`src/rtl/snoop_pkg.sv`:
```
// rtl/snoop_pkg.sv - shared encodings for the snooping cache node
// Contents:
//   LS_*              per-line coherence state encodings
//   OP_*              bus / snoop operation codes
//   fsm_state_t       control FSM states
//   snoop_next_state  line state after a foreign transaction hits the line
package snoop_pkg;

  localparam logic [1:0] LS_INV = 2'b00;  // invalid
  localparam logic [1:0] LS_EXC = 2'b01;  // exclusive, dirty
  localparam logic [1:0] LS_SHR = 2'b10;  // shared, clean
  localparam logic [1:0] LS_CEX = 2'b11;  // exclusive, clean (MESI build only)

  localparam logic [1:0] OP_RD_MISS = 2'b00;
  localparam logic [1:0] OP_WR_MISS = 2'b01;
  localparam logic [1:0] OP_INV     = 2'b10;
  localparam logic [1:0] OP_WB      = 2'b11;

  typedef enum logic [2:0] {
    ST_IDLE,
    ST_WB_REQ,
    ST_MISS_REQ,
    ST_UPG_REQ,
    ST_FILL
  } fsm_state_t;

  // A foreign read demotes any valid copy to shared; a foreign write or
  // invalidate removes our copy; a foreign write-back never concerns us.
  function automatic logic [1:0] snoop_next_state(input logic [1:0] cur,
                                                  input logic [1:0] op);
    logic [1:0] nxt;
    nxt = cur;
    case (op)
      OP_RD_MISS: nxt = (cur == LS_INV) ? LS_INV : LS_SHR;
      OP_WR_MISS: nxt = LS_INV;
      OP_INV:     nxt = LS_INV;
      default:    nxt = cur;
    endcase
    return nxt;
  endfunction

endpackage

```
`src/rtl/snoop_cache_node_line_array.sv`:
```
// rtl/snoop_cache_node_line_array.sv - tag/state/data storage with CPU and snoop ports
// Module snoop_line_array
// Ports:
//   i_clock, i_resetn          clock, asynchronous active-low reset
//   i_lk_idx / o_lk_*          CPU-side lookup; state reflects this cycle's snoop
//   i_wr_*                     CPU-side write of tag, state and data
//   i_snoop_valid/op/addr      foreign bus transaction
//   o_snoop_hit, o_snoop_data  registered data supply on a hit to a dirty line
module snoop_line_array
  import snoop_pkg::*;
#(
  parameter int LINES  = 4,
  parameter int ADDR_W = 8,
  parameter int DATA_W = 8,
  localparam int IDX_W = $clog2(LINES),
  localparam int TAG_W = ADDR_W - IDX_W
) (
  input  logic              i_clock,
  input  logic              i_resetn,
  input  logic [IDX_W-1:0]  i_lk_idx,
  output logic [TAG_W-1:0]  o_lk_tag,
  output logic [1:0]        o_lk_state,
  output logic [DATA_W-1:0] o_lk_data,
  input  logic              i_wr_en,
  input  logic [IDX_W-1:0]  i_wr_idx,
  input  logic [TAG_W-1:0]  i_wr_tag,
  input  logic [1:0]        i_wr_state,
  input  logic [DATA_W-1:0] i_wr_data,
  input  logic              i_snoop_valid,
  input  logic [1:0]        i_snoop_op,
  input  logic [ADDR_W-1:0] i_snoop_addr,
  output logic              o_snoop_hit,
  output logic [DATA_W-1:0] o_snoop_data
);

  logic [TAG_W-1:0]  r_tag   [LINES];
  logic [1:0]        r_state [LINES];
  logic [DATA_W-1:0] r_data  [LINES];
  logic              r_snoop_hit;
  logic [DATA_W-1:0] r_snoop_data;

  logic [IDX_W-1:0] w_sn_idx;
  logic [TAG_W-1:0] w_sn_tag;
  logic             w_sn_match;
  logic [1:0]       w_sn_next;
  logic             w_sn_supply;

  assign w_sn_idx   = i_snoop_addr[IDX_W-1:0];
  assign w_sn_tag   = i_snoop_addr[ADDR_W-1:IDX_W];
  assign w_sn_match = i_snoop_valid && (r_tag[w_sn_idx] == w_sn_tag) &&
                      (r_state[w_sn_idx] != LS_INV);
  assign w_sn_next  = snoop_next_state(r_state[w_sn_idx], i_snoop_op);
  // Only a dirty owner supplies data; a clean exclusive copy stays silent.
  assign w_sn_supply = w_sn_match && (r_state[w_sn_idx] == LS_EXC) &&
                       ((i_snoop_op == OP_RD_MISS) || (i_snoop_op == OP_WR_MISS));

  // The controller decides on the post-snoop state, so its write is already
  // ordered after the snoop and may simply overwrite the snoop update.
  assign o_lk_tag   = r_tag[i_lk_idx];
  assign o_lk_data  = r_data[i_lk_idx];
  assign o_lk_state = (w_sn_match && (w_sn_idx == i_lk_idx)) ? w_sn_next
                                                             : r_state[i_lk_idx];

  assign o_snoop_hit  = r_snoop_hit;
  assign o_snoop_data = r_snoop_data;

  always_ff @(posedge i_clock or negedge i_resetn) begin
    if (!i_resetn) begin
      for (int i = 0; i < LINES; i++) begin
        r_tag[i]   <= '0;
        r_state[i] <= LS_INV;
        r_data[i]  <= '0;
      end
      r_snoop_hit  <= 1'b0;
      r_snoop_data <= '0;
    end else begin
      r_snoop_hit  <= w_sn_supply;
      r_snoop_data <= w_sn_supply ? r_data[w_sn_idx] : '0;
      if (w_sn_match) begin
        r_state[w_sn_idx] <= w_sn_next;
      end
      if (i_wr_en) begin
        r_tag[i_wr_idx]   <= i_wr_tag;
        r_state[i_wr_idx] <= i_wr_state;
        r_data[i_wr_idx]  <= i_wr_data;
      end
    end
  end

endmodule

```
`src/rtl/snoop_cache_node.sv`:
```
// rtl/snoop_cache_node.sv - snooping-coherent direct-mapped cache node
// Optional feature macro: SNOOP_MESI_EN (adds the clean-exclusive state 11)
// Ports:
//   i_clock, i_resetn                     clock, asynchronous active-low reset
//   i_cpu_* / o_cpu_ready, o_cpu_rdata    CPU request port, one-cycle ready pulse
//   o_bus_req/op/addr/wdata, i_bus_gnt    registered bus master request
//   i_bus_rvalid, i_bus_rdata             fill data return
//   i_bus_shared                          another node holds the line (MESI only)
//   i_snoop_valid/op/addr                 foreign transaction observed on the bus
//   o_snoop_hit, o_snoop_data             data supplied for a hit on a dirty line
module snoop_cache_node
  import snoop_pkg::*;
#(
  parameter int LINES  = 4,
  parameter int ADDR_W = 8,
  parameter int DATA_W = 8
) (
  input  logic              i_clock,
  input  logic              i_resetn,
  input  logic              i_cpu_valid,
  input  logic              i_cpu_write,
  input  logic [ADDR_W-1:0] i_cpu_addr,
  input  logic [DATA_W-1:0] i_cpu_wdata,
  output logic              o_cpu_ready,
  output logic [DATA_W-1:0] o_cpu_rdata,
  output logic              o_bus_req,
  input  logic              i_bus_gnt,
  output logic [1:0]        o_bus_op,
  output logic [ADDR_W-1:0] o_bus_addr,
  output logic [DATA_W-1:0] o_bus_wdata,
  input  logic              i_bus_rvalid,
  input  logic [DATA_W-1:0] i_bus_rdata,
  input  logic              i_bus_shared,
  input  logic              i_snoop_valid,
  input  logic [1:0]        i_snoop_op,
  input  logic [ADDR_W-1:0] i_snoop_addr,
  output logic              o_snoop_hit,
  output logic [DATA_W-1:0] o_snoop_data
);

  localparam int IDX_W = $clog2(LINES);
  localparam int TAG_W = ADDR_W - IDX_W;

`ifdef SNOOP_MESI_EN
  localparam bit MESI_EN = 1'b1;
`else
  localparam bit MESI_EN = 1'b0;
`endif

  fsm_state_t        r_fsm;
  logic [ADDR_W-1:0] r_addr;
  logic              r_write;
  logic [DATA_W-1:0] r_wdata;
  logic              r_cpu_ready;
  logic [DATA_W-1:0] r_cpu_rdata;
  logic              r_bus_req;
  logic [1:0]        r_bus_op;
  logic [ADDR_W-1:0] r_bus_addr;
  logic [DATA_W-1:0] r_bus_wdata;

  logic [IDX_W-1:0]  w_lk_idx;
  logic [TAG_W-1:0]  w_lk_tag;
  logic [1:0]        w_lk_state;
  logic [DATA_W-1:0] w_lk_data;
  logic [TAG_W-1:0]  w_cpu_tag;
  logic [TAG_W-1:0]  w_req_tag;
  logic              w_accept;
  logic              w_hit;
  logic              w_silent_wr;
  logic              w_upg_lost;
  logic [1:0]        w_fill_state;
  logic [DATA_W-1:0] w_fill_data;
  logic              w_wr_en;
  logic [TAG_W-1:0]  w_wr_tag;
  logic [1:0]        w_wr_state;
  logic [DATA_W-1:0] w_wr_data;

  // In IDLE the incoming address selects the line; afterwards the latched one.
  assign w_lk_idx  = (r_fsm == ST_IDLE) ? i_cpu_addr[IDX_W-1:0] : r_addr[IDX_W-1:0];
  assign w_cpu_tag = i_cpu_addr[ADDR_W-1:IDX_W];
  assign w_req_tag = r_addr[ADDR_W-1:IDX_W];

  // The CPU still holds valid during the ready pulse; do not re-accept it.
  assign w_accept    = (r_fsm == ST_IDLE) && i_cpu_valid && !r_cpu_ready;
  assign w_hit       = (w_lk_state != LS_INV) && (w_lk_tag == w_cpu_tag);
  assign w_silent_wr = (w_lk_state == LS_EXC) || (MESI_EN && (w_lk_state == LS_CEX));
  assign w_upg_lost  = (w_lk_state == LS_INV) || (w_lk_tag != w_req_tag);

  assign w_fill_state = r_write ? LS_EXC :
                        ((MESI_EN && !i_bus_shared) ? LS_CEX : LS_SHR);
  assign w_fill_data  = r_write ? r_wdata : i_bus_rdata;

  always_comb begin
    w_wr_en    = 1'b0;
    w_wr_tag   = w_req_tag;
    w_wr_state = LS_INV;
    w_wr_data  = w_fill_data;
    case (r_fsm)
      ST_IDLE: begin
        if (w_accept && w_hit && i_cpu_write && w_silent_wr) begin
          w_wr_en    = 1'b1;
          w_wr_tag   = w_cpu_tag;
          w_wr_state = LS_EXC;
          w_wr_data  = i_cpu_wdata;
        end
      end
      ST_WB_REQ: begin
        if (i_bus_gnt) begin
          w_wr_en    = 1'b1;
          w_wr_tag   = w_lk_tag;
          w_wr_state = LS_INV;
          w_wr_data  = w_lk_data;
        end
      end
      ST_UPG_REQ: begin
        if (i_bus_gnt) begin
          w_wr_en    = 1'b1;
          w_wr_state = LS_EXC;
          w_wr_data  = r_wdata;
        end
      end
      ST_FILL: begin
        if (i_bus_rvalid) begin
          w_wr_en    = 1'b1;
          w_wr_state = w_fill_state;
        end
      end
      default: ;
    endcase
  end

  snoop_line_array #(
    .LINES  (LINES),
    .ADDR_W (ADDR_W),
    .DATA_W (DATA_W)
  ) u_array (
    .i_clock       (i_clock),
    .i_resetn      (i_resetn),
    .i_lk_idx      (w_lk_idx),
    .o_lk_tag      (w_lk_tag),
    .o_lk_state    (w_lk_state),
    .o_lk_data     (w_lk_data),
    .i_wr_en       (w_wr_en),
    .i_wr_idx      (w_lk_idx),
    .i_wr_tag      (w_wr_tag),
    .i_wr_state    (w_wr_state),
    .i_wr_data     (w_wr_data),
    .i_snoop_valid (i_snoop_valid),
    .i_snoop_op    (i_snoop_op),
    .i_snoop_addr  (i_snoop_addr),
    .o_snoop_hit   (o_snoop_hit),
    .o_snoop_data  (o_snoop_data)
  );

  always_ff @(posedge i_clock or negedge i_resetn) begin
    if (!i_resetn) begin
      r_fsm       <= ST_IDLE;
      r_addr      <= '0;
      r_write     <= 1'b0;
      r_wdata     <= '0;
      r_cpu_ready <= 1'b0;
      r_cpu_rdata <= '0;
      r_bus_req   <= 1'b0;
      r_bus_op    <= OP_RD_MISS;
      r_bus_addr  <= '0;
      r_bus_wdata <= '0;
    end else begin
      r_cpu_ready <= 1'b0;
      case (r_fsm)
        ST_IDLE: begin
          if (w_accept) begin
            r_addr  <= i_cpu_addr;
            r_write <= i_cpu_write;
            r_wdata <= i_cpu_wdata;
            if (w_hit && !i_cpu_write) begin
              r_cpu_ready <= 1'b1;
              r_cpu_rdata <= w_lk_data;
            end else if (w_hit && w_silent_wr) begin
              r_cpu_ready <= 1'b1;
              r_cpu_rdata <= i_cpu_wdata;
            end else if (w_hit) begin
              r_bus_req   <= 1'b1;
              r_bus_op    <= OP_INV;
              r_bus_addr  <= i_cpu_addr;
              r_bus_wdata <= '0;
              r_fsm       <= ST_UPG_REQ;
            end else if (w_lk_state == LS_EXC) begin
              // Dirty victim: write-back data is frozen here, before any snoop.
              r_bus_req   <= 1'b1;
              r_bus_op    <= OP_WB;
              r_bus_addr  <= {w_lk_tag, i_cpu_addr[IDX_W-1:0]};
              r_bus_wdata <= w_lk_data;
              r_fsm       <= ST_WB_REQ;
            end else begin
              r_bus_req   <= 1'b1;
              r_bus_op    <= i_cpu_write ? OP_WR_MISS : OP_RD_MISS;
              r_bus_addr  <= i_cpu_addr;
              r_bus_wdata <= '0;
              r_fsm       <= ST_MISS_REQ;
            end
          end
        end
        ST_WB_REQ: begin
          // The miss request follows immediately, keeping bus_req asserted.
          if (i_bus_gnt) begin
            r_bus_op    <= r_write ? OP_WR_MISS : OP_RD_MISS;
            r_bus_addr  <= r_addr;
            r_bus_wdata <= '0;
            r_fsm       <= ST_MISS_REQ;
          end
        end
        ST_MISS_REQ: begin
          if (i_bus_gnt) begin
            r_bus_req  <= 1'b0;
            r_bus_op   <= OP_RD_MISS;
            r_bus_addr <= '0;
            r_fsm      <= ST_FILL;
          end
        end
        ST_UPG_REQ: begin
          if (i_bus_gnt) begin
            r_bus_req   <= 1'b0;
            r_bus_op    <= OP_RD_MISS;
            r_bus_addr  <= '0;
            r_cpu_ready <= 1'b1;
            r_cpu_rdata <= r_wdata;
            r_fsm       <= ST_IDLE;
          end else if (w_upg_lost) begin
            // Our shared copy was taken away before the grant: fetch it anew.
            r_bus_op <= OP_WR_MISS;
            r_fsm    <= ST_MISS_REQ;
          end
        end
        ST_FILL: begin
          if (i_bus_rvalid) begin
            r_cpu_ready <= 1'b1;
            r_cpu_rdata <= w_fill_data;
            r_fsm       <= ST_IDLE;
          end
        end
        default: r_fsm <= ST_IDLE;
      endcase
    end
  end

  assign o_cpu_ready = r_cpu_ready;
  assign o_cpu_rdata = r_cpu_rdata;
  assign o_bus_req   = r_bus_req;
  assign o_bus_op    = r_bus_op;
  assign o_bus_addr  = r_bus_addr;
  assign o_bus_wdata = r_bus_wdata;

endmodule

```
`config.mk`:
```
export PLATFORM = sky130hd
export DESIGN_NAME = snoop_cache_node
export DESIGN_NICKNAME = d
export VERILOG_FILES = /design/src/rtl/snoop_pkg.sv /design/src/rtl/snoop_cache_node_line_array.sv /design/src/rtl/snoop_cache_node.sv
export SDC_FILE = /design/constraint.sdc
export NUM_CORES = 1
export LEC_CHECK = 0
export ABC_AREA = 1
export BUFFER_PORTS_ARGS = -buffer_cell sky130_fd_sc_hd__buf_2
export CORE_MARGIN = 5
export CORE_UTILIZATION = 60
export DETAILED_ROUTE_END_ITERATION = 16
export PLACE_DENSITY = 0.81
export SYNTH_ARGS = -nofsm -noshare
export SYNTH_HDL_FRONTEND = slang
export SYNTH_SLANG_ARGS = --single-unit
```
`constraint.sdc`:
```
create_clock -name i_clock -period 6.2 [get_ports i_clock]
set_clock_uncertainty 0.05 [all_clocks]
set_input_delay 1.24 -clock i_clock [delete_from_list [all_inputs] [get_ports i_clock]]
set_output_delay 1.24 -clock i_clock [all_outputs]
set_load 0.005 [all_outputs]
```
* Word-level counts from Yosys, hierarchy flattened
Cells that the tools add are included.
** Storage, ports and cells
- Word-level logic and storage cells :: 198
- Flip-flop bits (word level) :: 121
- Input port bits :: 42
** Cells by class
- Magnitude comparators :: 4
- Bitwise gates (word level) :: 2
- Equal/unequal tests :: 22
- Mux-type cells :: 106
- Reductions and logical operators :: 40
** Operators with widths (count)
- $mux 8 :: 29
- $pmux 8 s3 :: 3
- $mux 2 :: 22
- $mux 6 :: 7
- $bmux 8 s2 :: 2
- $bwmux 32 :: 1
- $bmux 6 s2 :: 2
- $bwmux 24 :: 1
- $mux 3 :: 8
- $bwmux 8 :: 2
- $demux 8 s2 :: 1
- $pmux 8 s2 :: 1
- $logic_and 1x1->1 :: 15
- $pmux 3 s5 :: 1
- $reduce_and 5->1 :: 3
- $mux 1 :: 14
- $ne 2x2->1 const B :: 7
- $reduce_and 7->1 :: 2
- $demux 6 s2 :: 1
- $eq 6x6->1 :: 2
- $pmux 6 s2 :: 1
- $bmux 2 s2 :: 2
- $demux 2 s2 :: 2
- $pmux 2 s4 :: 1
- 27 further kinds :: 44

* Logic depth before layout (Yosys ltp)
Gate-level depths: netlist of the first run.
- Word-level depth :: 18
- Depth in mapped cells :: 22
- Gate-level depth less buffers :: 21

* Modules after synthesis
From an unflattened synthesis of the first run, not the netlist that was laid out.
** Unflattened totals
- Cell total of the unflattened synthesis :: 1132
- Area, all modules :: 7714.9 sq um
** By module, submodules not included
- snoop_line_array :: area each 4065.1 sq um, cells each 570, times used 1
- snoop_cache_node :: area each 3649.8 sq um, cells each 562, times used 1

* Least setup slack after synthesis of the first run
Ideal clock, no wire load.
- Kind :: input port to flip-flop
- From :: input port i_snoop_addr[0]
- To :: register u_array.r_data[1] (netlist name)
- Data required time :: 6.033 ns
- Arrival time :: 3.234 ns
- Buffers on the path :: 2
- Stages :: 20
- Setup slack :: 2.799 ns
- Cell sequence :: buf_4 nor2_1 nand2_1 nand2_1 nor2_1 nand2_1 nand3_1 nor2_1 nand3_2 nand2_1 nand2_2 nor2_8 nand3_4 nand2_2 inv_4 nor2_8 inv_2 buf_6 nand2_1 nand2_1
** On the way
- Longest elaborated chain between the ends :: 17
- Elaborated cells between the ends (all ways) :: 28
- Classes of those cells :: 3 x eq/ne; 14 x mux; 1 x bitwise; 10 x reduce/logical
** Ends and longest elaborated chain
- start: declaration :: line snoop_cache_node.sv:36 : input logic [ADDR_W-1:0] i_snoop_addr,
- $not 2->3 (not written as such) :: line snoop_cache_node_line_array.sv:50, snoop_cache_node_line_array.sv:51, snoop_cache_node_line_array.sv:52
- $bmux 6 s2 :: line snoop_cache_node_line_array.sv:50 : assign w_sn_match = i_snoop_valid && (r_tag[w_sn_idx] == w_sn_tag) &&
- $mux 6 (not written as such) (2 in series) :: line snoop_cache_node_line_array.sv:50
- $eq 6x6->1 :: line snoop_cache_node_line_array.sv:50
- $logic_and 1x1->1 (2 in series) :: line snoop_cache_node_line_array.sv:50
- $logic_and 1x1->1 :: line snoop_cache_node_line_array.sv:61 : assign o_lk_state = (w_sn_match && (w_sn_idx == i_lk_idx)) ? w_sn_next
- $mux 2 (*) :: line snoop_cache_node_line_array.sv:61
- $reduce_bool 2->1 :: line snoop_cache_node.sv:85 : assign w_hit = (w_lk_state != LS_INV) && (w_lk_tag == w_cpu_tag);
- $logic_and 1x1->1 :: line snoop_cache_node.sv:85
- $logic_and 1x1->1 (2 in series) :: line snoop_cache_node.sv:100 : if (w_accept && w_hit && i_cpu_write && w_silent_wr) begin
- $logic_and 1x1->1 (*) :: line snoop_cache_node.sv:100
- $mux 8 :: line snoop_cache_node.sv:100
- $pmux 8 s3 :: line snoop_cache_node.sv:98 : case (r_fsm)
- $bwmux 32 :: line snoop_cache_node_line_array.sv:85 : r_data[i_wr_idx] <= i_wr_data;
- end signal: indexed assignment :: line snoop_cache_node_line_array.sv:85
- end: declaration :: line snoop_cache_node_line_array.sv:38 : logic [DATA_W-1:0] r_data [LINES];
Mark *: on every way between the ends. The rest lies on a longest branch, timed or not. The select of a mux whose other input is x is not followed.
A chain may end at the register's enable or synchronous reset.

* Worst setup path after layout of the first run
- From :: input port i_snoop_addr[0]
- To :: register u_array.r_state[0] (netlist name)
** On the way
- Longest elaborated chain between the ends :: 18
- Elaborated cells between the ends (all ways) :: 36
- Classes of those cells :: 2 x order compare; 3 x eq/ne; 19 x mux; 1 x bitwise; 11 x reduce/logical
** Ends and longest elaborated chain
- $not 2->3 (not written as such)
- $bmux 6 s2 :: line snoop_cache_node_line_array.sv:50
- $mux 6 (not written as such) (2 in series) :: line snoop_cache_node_line_array.sv:50
- $eq 6x6->1 :: line snoop_cache_node_line_array.sv:50
- $logic_and 1x1->1 (2 in series) :: line snoop_cache_node_line_array.sv:50
- $logic_and 1x1->1 :: line snoop_cache_node_line_array.sv:61
- $mux 2 :: line snoop_cache_node_line_array.sv:61
- $reduce_bool 2->1 :: line snoop_cache_node.sv:85
- $logic_and 1x1->1 :: line snoop_cache_node.sv:85
- $logic_and 1x1->1 (3 in series) :: line snoop_cache_node.sv:100
- $mux 1 :: line snoop_cache_node.sv:100
- $pmux 2 s3 :: line snoop_cache_node.sv:98
- $bwmux 8 :: line snoop_cache_node_line_array.sv:84 : r_state[i_wr_idx] <= i_wr_state;
- $mux 8 (*) :: line snoop_cache_node_line_array.sv:82 : if (i_wr_en) begin
- end signal: indexed assignment :: line snoop_cache_node_line_array.sv:80 : r_state[w_sn_idx] <= w_sn_next;
- end signal: indexed assignment :: line snoop_cache_node_line_array.sv:84
- end: declaration :: line snoop_cache_node_line_array.sv:37 : logic [1:0] r_state [LINES];
Marks and branches as above.

==> metrics.md, run 1 <==
| Metric | Value |
|---|---|
| Status | `finished clean` |
| Largest net degree at the start of global routing | `86` |
| RSZ-0062 raised after global routing | `false` |
| Routed wire length | `22300 um` |
| Seq/Total Area, Yosys | `39.1%` |
| WHS | `420 ps` |
| CP most frequent cell | `nand2_1` |
| Kind of critical path | `input port to flop` |
| Synth Cell Area | `between 7000 and 8000 um2` |
| Longest Clk Path Bufs | `2` |
| Hold/Removal Path Class | `flop to flop` |
| Die width | `roughly 120 um` |
| Synth Instances | `1152` |
| Total gr overflow | `0` |
| Max VDD drop | `0.391 mV` |
| Boundary pin count | `79` |
| CTS Sinks | `121` |
| Crit path cell chain | `buf_2, buf_4, nand2_1, nor2_1, nor2_1, nand2_1, nand2_1, nand3_1, nor2_1, nand3_2, nand2_1, nand2_2, nor2_8, nand3_4, nand2_2, inv_4, nor2_8, inv_2, o21ai_0, nand2_1` |
| Fin nets | `1259` |
| DIE AREA | `15300 um2` |
| Worst path arrival time | `4870 ps` |
| Global-route wire length before repair | `36200 um` |
| # setup viols final | `0` |
| Fin. Hold Viols | `0` |
| Met3 WL | `1990 um` |
| Clock Latency Late Sink | `430 ps` |
| Yosys top cell by area | `dfrtp_1` |
| Netlist cell types | `39` |
| Vias in the first global route | `between 7000 and 8000` |
| CP delay by family, top | `simple AND/OR/NAND/NOR gates` |
| Routed vias/inst | `5.71` |
| Worst R2R Setup Slack | `2030 ps` |
| Routability Congestion | `0.941` |
| Core Region | `12600 um2` |
| DRC viols | `0` |
| Setup TNS | `0 ps` |
| Relative slew slack | `between 20% and 30%` |
| I/O Buffers | `77` |
| Area Overhead vs Synth | `13.0%` |
| Hold Path Origin | `o_bus_op[1]` |
| Effective utilization at floorplan | `61.4%` |
| Setup bufs post-CTS | `0` |
| Pre-CTS setup slack | `between 1000 and 1500 ps` |
| Row count | `41` |
| Ranking of synthesized cells by area | `dfrtp_1 39%, nand2_1 25%, inv_1 5.3%` |
| DR iter-0 viols | `1021` |
| CTS Root Cell | `clkbuf_16` |
| Bufs and invs on worst path | `4` |
| CP endpoint kind | `flop` |
| Register Area | `3030 um2` |
| Period minus WS final | `4600 ps` |
| # diodes | `0` |
| Initial antenna violation count | `0` |
| RR Startpoint | `r_fsm[1]` |
| Met1 WL | `8940 um` |
| Metal2 WL | `10600 um` |
| Final ANT Viol Nets | `0` |
| Slowest stage delay, CP | `390 ps` |
| Htree depth | `4` |
| Max layer used | `met4` |
| Worst slew pin tran | `~1100 ps` |
| Resize count post-CTS | `0` |
| Worst setup margin | `1600 ps` |
| Mapped Nets | `roughly 1200` |
| DR vias | `between 8000 and 9000` |
| Fillcell total | `1103` |
| Critical Path Fanout Max | `26` |
| HPWL Detailed | `15100 um` |
| Static Leak | `~0.0049 uW` |
| Cts hold-fix bufs | `0` |
| Power, Total | `5280 uW` |
| Seq cells post-synth | `between 100 and 150` |
| Die H | `around 120 um` |
| Share of post-route cells with drive strength above 1 | `12.7%` |
| CTS tree | `yes` |
| Post-synth top area share | `between 30% and 40%` |
| Inserted Clock Buffers | `17` |
| Syn_area_per_cell | `6.72 um2` |
| PD cells | `about 600 nW/um2` |
| Critical Path RT | `roughly 6500 ps` |
| Peak Freq | `between 0.2 and 0.25 GHz` |
| Tcrit/Tclk final | `74.1%` |
| Crit start category | `input port` |
| Crit path from | `i_snoop_addr[0]` |
| WL/cell | `15.9 um` |
| Clk slew on worst S/H paths | `roughly 60 ps` |
| Area of the multi-input gates | `4020 um2` |
| Fin. max-slew vios | `0` |
| Syn. warnings | `0` |
| Critical-path top delay cell | `nand2_1` |
| MaxCap Viol Count | `0` |
| Tot GR Track Use | `just over 30%` |
| First-pass detailed-route iteration total | `5` |
[power by group]
part / switching [uW] / leakage [uW] / internal [uW]
sequential: 270 / 0.00155 / 1120
clock: 391 / 0.000285 / 598
combinational: 2020 / 0.00308 / 882
[layout by cell type (no fill, tap or decap), types with 2 or more instances in the layout]
master	synthesis	routed
a21oi_1	18	18
a22o_1	3	3
a22oi_1	8	8
a2bb2oi_1	5	5
buf_2	5	76
buf_4	8	7
bufinv_16	0	2
clkbuf_16	0	17
clkinv_1	4	4
clkinv_2	0	2
clkinv_4	0	3
clkinvlp_4	0	2
dfrtp_1	121	121
inv_1	110	110
inv_2	9	9
inv_6	0	6
mux2_2	3	3
nand2_1	526	526
nand2_2	9	9
nand2_4	4	4
nand3_1	74	74
nand3_2	3	3
nand3_4	2	2
nand3b_1	4	4
nand4_1	21	21
nor2_1	53	53
nor2_4	3	3
nor2_8	5	5
nor3_1	14	14
o211ai_1	2	2
o21ai_0	64	64
o21ai_1	4	4
o21bai_1	2	2
o221ai_1	8	8
o22a_1	8	8
o22ai_1	20	20
xor2_1	3	3
[synth_stat cells, drive strengths merged]
cell type / number
nand2: 539
dfrtp: 121
inv: 120
nand3: 79
o21ai: 69
nor2: 62
buf: 21
nand4: 21
o22ai: 20
a21oi: 18
clkbuf: 16
nor3: 14
a22oi: 8
o221ai: 8
o22a: 8
a2bb2oi: 5
clkinv: 4
nand3b: 4
a22o: 3
mux2: 3
xor2: 3
o211ai: 2
o21bai: 2
a31oi: 1
o31ai: 1
[logic make-up after synthesis]
family | synth area share (%)
and+or+nand+nor | 39.8
buffers and inverters | 8.98
AOI/OAI and AO/OA | 11.3
DFF | 39.1
xor gates and xnor gates | 0.339
muxes | 0.436
[sequential cells by signal, summed over array words and instances, names as in the netlist]
signal,flops
o_bus_addr,8
u_array.o_snoop_data,8
o_bus_req,1
r_addr,8
r_wdata,8
r_fsm,3
o_bus_op,2
o_bus_wdata,8
r_write,1
u_array.r_tag,24
u_array.o_snoop_hit,1
o_cpu_ready,1
o_cpu_rdata,8
u_array.r_data,32
u_array.r_state,8
[per-stage QoR]
step                      utilization [%]  std cells  instance area, um2
final                                69.4       1402                8750
after global routing                 69.4       1402                8750
after CTS                            69.4       1402                8750
after global placement               64.7       1370                8160
after floorplan                         -       1152                7740
after detailed placement             64.7       1370                8160
[final timing paths]
path                                           end  cells past startpoint
setup / recovery                u_array.r_state[0]                     20
hold / removal                         o_bus_op[1]                      2
setup reg to reg                u_array.r_state[0]                     18
hold reg to reg                        o_bus_op[1]                      2
max in group asynchronous               r_wdata[1]                      2
min in group asynchronous  u_array.o_snoop_data[6]                      1
[worst min-delay path, stage by stage (launching register included)]
cell and delay [ps]:
dfrtp_1 340, nand2_1 50, nand2_1 50
[layer usage]
metal / GRT usage [%] / vias to the layer above
met2: 49.6 / 446
met4: 12.5 / 0
met3: 5.95 / 64
met1: 40.0 / 3652
met5: 0 / -
li1: - / 3839
[layout make-up]
class	instances	area share [%]
timing repair buffer	83	4.95
clock buffer	17	4.86
tap	172	2.46
inverter	124	5.35
multi-input combinational	870	45.9
clock inverter	15	1.87
sequential	121	34.6
Note: power is estimated with default switching activity, not from simulation.
==> run 2, diff against run 1 <==
--- a/config.mk
+++ b/config.mk
@@ -5,12 +5,12 @@
 export SDC_FILE = /design/constraint.sdc
 export NUM_CORES = 1
 export LEC_CHECK = 0
-export ABC_AREA = 1
+export ABC_AREA = 0
 export BUFFER_PORTS_ARGS = -buffer_cell sky130_fd_sc_hd__buf_2
 export CORE_MARGIN = 5
-export CORE_UTILIZATION = 60
+export CORE_UTILIZATION = 59
 export DETAILED_ROUTE_END_ITERATION = 16
-export PLACE_DENSITY = 0.81
+export PLACE_DENSITY = 0.8
 export SYNTH_ARGS = -nofsm -noshare
 export SYNTH_HDL_FRONTEND = slang
 export SYNTH_SLANG_ARGS = --single-unit
==> constraint.sdc (replaced) <==
create_clock -name i_clock -period 4.4 [get_ports i_clock]
set_clock_uncertainty 0.05 [all_clocks]
set_input_delay 0.88 -clock i_clock [delete_from_list [all_inputs] [get_ports i_clock]]
set_output_delay 0.88 -clock i_clock [all_outputs]
set_load 0.005 [all_outputs]
==> run 2 against run 1 <==
Compared with the run above:
- setup slack worse by 1200 ps
- cell area decreased by 3.4%
- via count is 22% lower
- global-route usage decreased by 1.3 points
- critical path depth decreased by 10
- routed wire length decreased by 9.1%
- combinational power down 7%
- first-iteration DRC count decreased by 13%
- total power rose by 15%
- cell count fell by 31%
- synthesized cell count decreased by 37%
- flip-flop and latch count is the same
- critical endpoint is now o_bus_addr[4]
- highest routed layer unchanged
==> metrics.md, run 2 <==
| Metric | Value |
|---|---|
| Status | `finished clean` |
| Critical Path Fanout Max | `8 (-69%)` |
| Htree depth | `4 (unchanged)` |
| Boundary pin count | `79 (unchanged)` |
| CP delay by family, top | `multiplexers` |
| PD cells | `719 nW/um2 (+19%)` |
| DRC viols | `0 (unchanged)` |
| Die width | `120 um (-2.6%)` |
| Routed wire length | `20300 um (-9.1%)` |
| Mux share of post-synthesis cell area | `22.1% (+22 points)` |
| EDFF count, synth | `0 (unchanged)` |
| Critical Path RT | `4650 ps (-1820 ps)` |
| Resize count post-CTS | `0 (unchanged)` |
| CP most frequent cell | `a211o_1` |
| Post-synth top cells | `144 x nand2_1, 121 x dfrtp_1, 59 x o21ai_1` |
| DIE AREA | `14500 um2 (-5.1%)` |
| Slowest stage delay, CP | `610 ps (+220 ps)` |
| WL/cell | `21.0 um (+32%)` |
| Worst slew pin tran | `789 ps (-300 ps)` |
| Largest Register | `u_array.r_data` |
| Commonest non-fill, non-tap cell in the layout | `nand2_1` |
| Hold Path Depth | `1 (-1)` |
| Final ANT Viol Nets | `0 (unchanged)` |
| # setup viols final | `0 (unchanged)` |
| Routed vias/inst | `6.48 (+14%)` |
| Fillcell total | `847 (-23%)` |
| Row count | `40 (-2.4%)` |
| Post-synth top area share | `42.1% (+3.0 points)` |
| Crit path cell chain | `or3_1, mux2_2, mux2i_2, xnor2_1, nand3b_1, buf_4, clkinv_1, a211o_1, a211o_1, mux2_4` |
| Period minus WS final | `4010 ps` |
| Post-Synth XOR/XNOR Area | `3.53% (+3.2 points)` |
| CTS Root Cell | `clkbuf_16` |
| Instance count on the critical path | `10 (-50%)` |
| Clk slew on worst S/H paths | `50 ps (about the same)` |
| Relative slew slack | `47.3% (+20 points)` |
| Fin nets | `849 (-33%)` |
| Final instance area | `8450 um2 (-3.4%)` |
| CP endpoint kind | `flop` |
| HPWL Detailed | `14200 um (-6.0%)` |
| Worst setup margin | `386 ps (-1220 ps)` |
| MaxCap Viol Count | `0 (unchanged)` |
| Clock Latency Late Sink | `420 ps (about the same)` |
| Synth Cell Area | `7190 um2 (-7.1%)` |
| Worst path arrival time | `4260 ps (-610 ps)` |
| Kind of critical path | `flop to flop` |
| Effective utilization at floorplan | `60.1% (-1.2 points)` |
| Worst R2R Path Depth | `10 (-8)` |
| Largest family of logic cells by synthesized area | `multiplexers` |
| Routability Congestion | `0.919 (-2.4%)` |
| Static Leak | `0.00385 uW (-22%)` |
| Layout Utilization | `70.7% (+1.3 points)` |
| Netlist cell types | `56 (+44%)` |
| Syn_area_per_cell | `9.98 um2 (+48%)` |
| Global-route wire length before repair | `33300 um (-8.0%)` |
| Most frequent cell after synthesis | `nand2_1` |
| Initial antenna violation count | `0 (unchanged)` |
| Die H | `120 um (-2.6%)` |
| Most frequent cells in the layout | `144 x nand2_1, 121 x dfrtp_1, 76 x buf_2` |
| Fraction of the mapped netlist area in simple logic gates | `15.7% (-24 points)` |
| Ranking of synthesized cells by area | `dfrtp_1 42%, mux4_2 8.8%, mux2i_1 7.9%` |
| First-pass detailed-route iteration total | `5 (unchanged)` |
| Vias in the first global route | `6227 (-16%)` |
| Total gr overflow | `0 (unchanged)` |
| Peak Freq | `0.249 GHz` |
| Bufs and invs on worst path | `2 (-2)` |
| Power, Total | `6080 uW (+15%)` |
| Adder-cell share of the synthesized area | `0% (unchanged)` |
| Synth Instances | `721 (-37%)` |
| Asr flop ratio synth | `100% (unchanged)` |
| Crit start category | `flop` |
| Mapped Nets | `763 (-36%)` |
| Yosys top cell by area | `dfrtp_1` |
| # diodes | `0 (unchanged)` |
| Fin. Hold Viols | `0 (unchanged)` |
| DR iter-0 viols | `884 (-13%)` |
| Critical-path top delay cell | `or3_1` |
| Share of post-route cells with drive strength above 1 | `24.0% (+11 points)` |
| CTS tree | `yes` |
| DR vias | `6266 (-22%)` |
| Top FF cell, synth | `dfrtp_1` |
| Core Region | `12000 um2 (-5.2%)` |
| Setup TNS | `0 ps (unchanged)` |
| Syn. warnings | `0 (unchanged)` |
| Longest Clk Path Bufs | `2 (unchanged)` |
| Setup bufs post-CTS | `0 (unchanged)` |
| Pre-CTS setup slack | `81.0 ps (-1210 ps)` |
| Tcrit/Tclk final | `91.2%` |
| Top flop regs | `u_array.r_data: 32 flops, u_array.r_tag: 24 flops` |
| Largest register FFs | `32 (unchanged)` |
| Fin. max-slew vios | `0 (unchanged)` |
| Hold/Removal Path Class | `flop to flop` |
| Seq cells post-synth | `121 (unchanged)` |
| Complex-gate fraction of the synthesized area | `13.2% (+1.9 points)` |
| Area after DPL | `7860 um2 (-3.8%)` |
| I/O Buffers | `77 (unchanged)` |
| Cts hold-fix bufs | `0 (unchanged)` |
| Area Overhead vs Synth | `17.5%` |
| Largest net degree at the start of global routing | `67 (-22%)` |
| RSZ-0062 raised after global routing | `false` |
| Inserted Clock Buffers | `17 (unchanged)` |
| Tot GR Track Use | `29.2% (-1.3 points)` |
| CTS Sinks | `121 (unchanged)` |
| Seq/Total Area, Yosys | `42.1% (+3.0 points)` |
| Max VDD drop | `0.333 mV (-15%)` |
[run 2: changes by cell type after synthesis, moves of 14 or more]
cell	previous run	this run
mux2i_1	0	57
mux4_2	0	28
xnor2_1	0	21
nand2_1	526	144
a221oi_1	0	14
mux2_1	0	14
nor2b_1	0	14
nand3_1	74	21
nor2_1	53	22
inv_1	110	12
o21ai_1	4	59
o21ai_0	64	25
o22ai_1	20	0
nand4_1	21	1
[run 2: worst register-to-register path, cell delays in order, from the launching register on]
cell	delay (ps)
dfrtp_1	370
or3_1	610
mux2_2	480
mux2i_2	400
xnor2_1	200
nand3b_1	250
buf_4	180
clkinv_1	110
a211o_1	380
a211o_1	500
mux2_4	370
[run 2: where the power goes]
part | total, uW | internal, uW | switching [uW] | leakage [uW]
Clock | 1410 | 903 | 506 | 0.000279
Combinational | 2700 | 1220 | 1480 | 0.00199
Sequential | 1970 | 1540 | 437 | 0.00158
Total | 6080 | 3660 | 2420 | 0.00385
[run 2: cell families after synthesis]
family                    count (synthesis)
AOI/OAI and AO/OA                       150
xor gates and xnor gates                 29
buffers and inverters                    59
DFF                                     121
muxes                                   116
and+or+nand+nor                         246
[run 2: cell type report]
| cell class | count | area [um2] | share of cell area, % |
|---|---|---|---|
| Multi-Input combinational cell | 541 | 3920 | 46.4 |
| Sequential cell | 121 | 3030 | 35.8 |
| Timing Repair Buffer | 113 | 671 | 7.93 |
| Clock buffer | 21 | 450 | 5.33 |
| Tap cell | 147 | 184 | 2.18 |
| Clock inverter | 11 | 148 | 1.75 |
| Inverter | 13 | 48.8 | 0.577 |
[run 2: path summary, 6_finish.rpt]
path / start / to / slack [ps]
max in group asynchronous: i_resetn / u_array.r_data[21] / 3020
min in group asynchronous: i_resetn / u_array.r_tag[22] / 470
worst max-delay path: r_fsm[2] / o_bus_addr[4] / 390
worst max register to register: r_fsm[2] / o_bus_addr[4] / 390
worst min register to register: o_cpu_rdata[1] / o_cpu_rdata[1] / 430
worst min-delay path: o_cpu_rdata[1] / o_cpu_rdata[1] / 430
[run 2: routing by layer]
metal	part of all wire (%)	track usage, %	up-vias
li1	-	-	2773
met2	47	45.7	375
met1	42	40.3	3049
met4	3.1	12.0	0
met3	8.3	5.61	69
met5	0	0	-
[run 2: per-stage QoR]
step,cells,hold slack (ps)
final,967,432
after global routing,967,469
after floorplan,721,417
after global placement,935,412
after detailed placement,935,430
after CTS,967,442
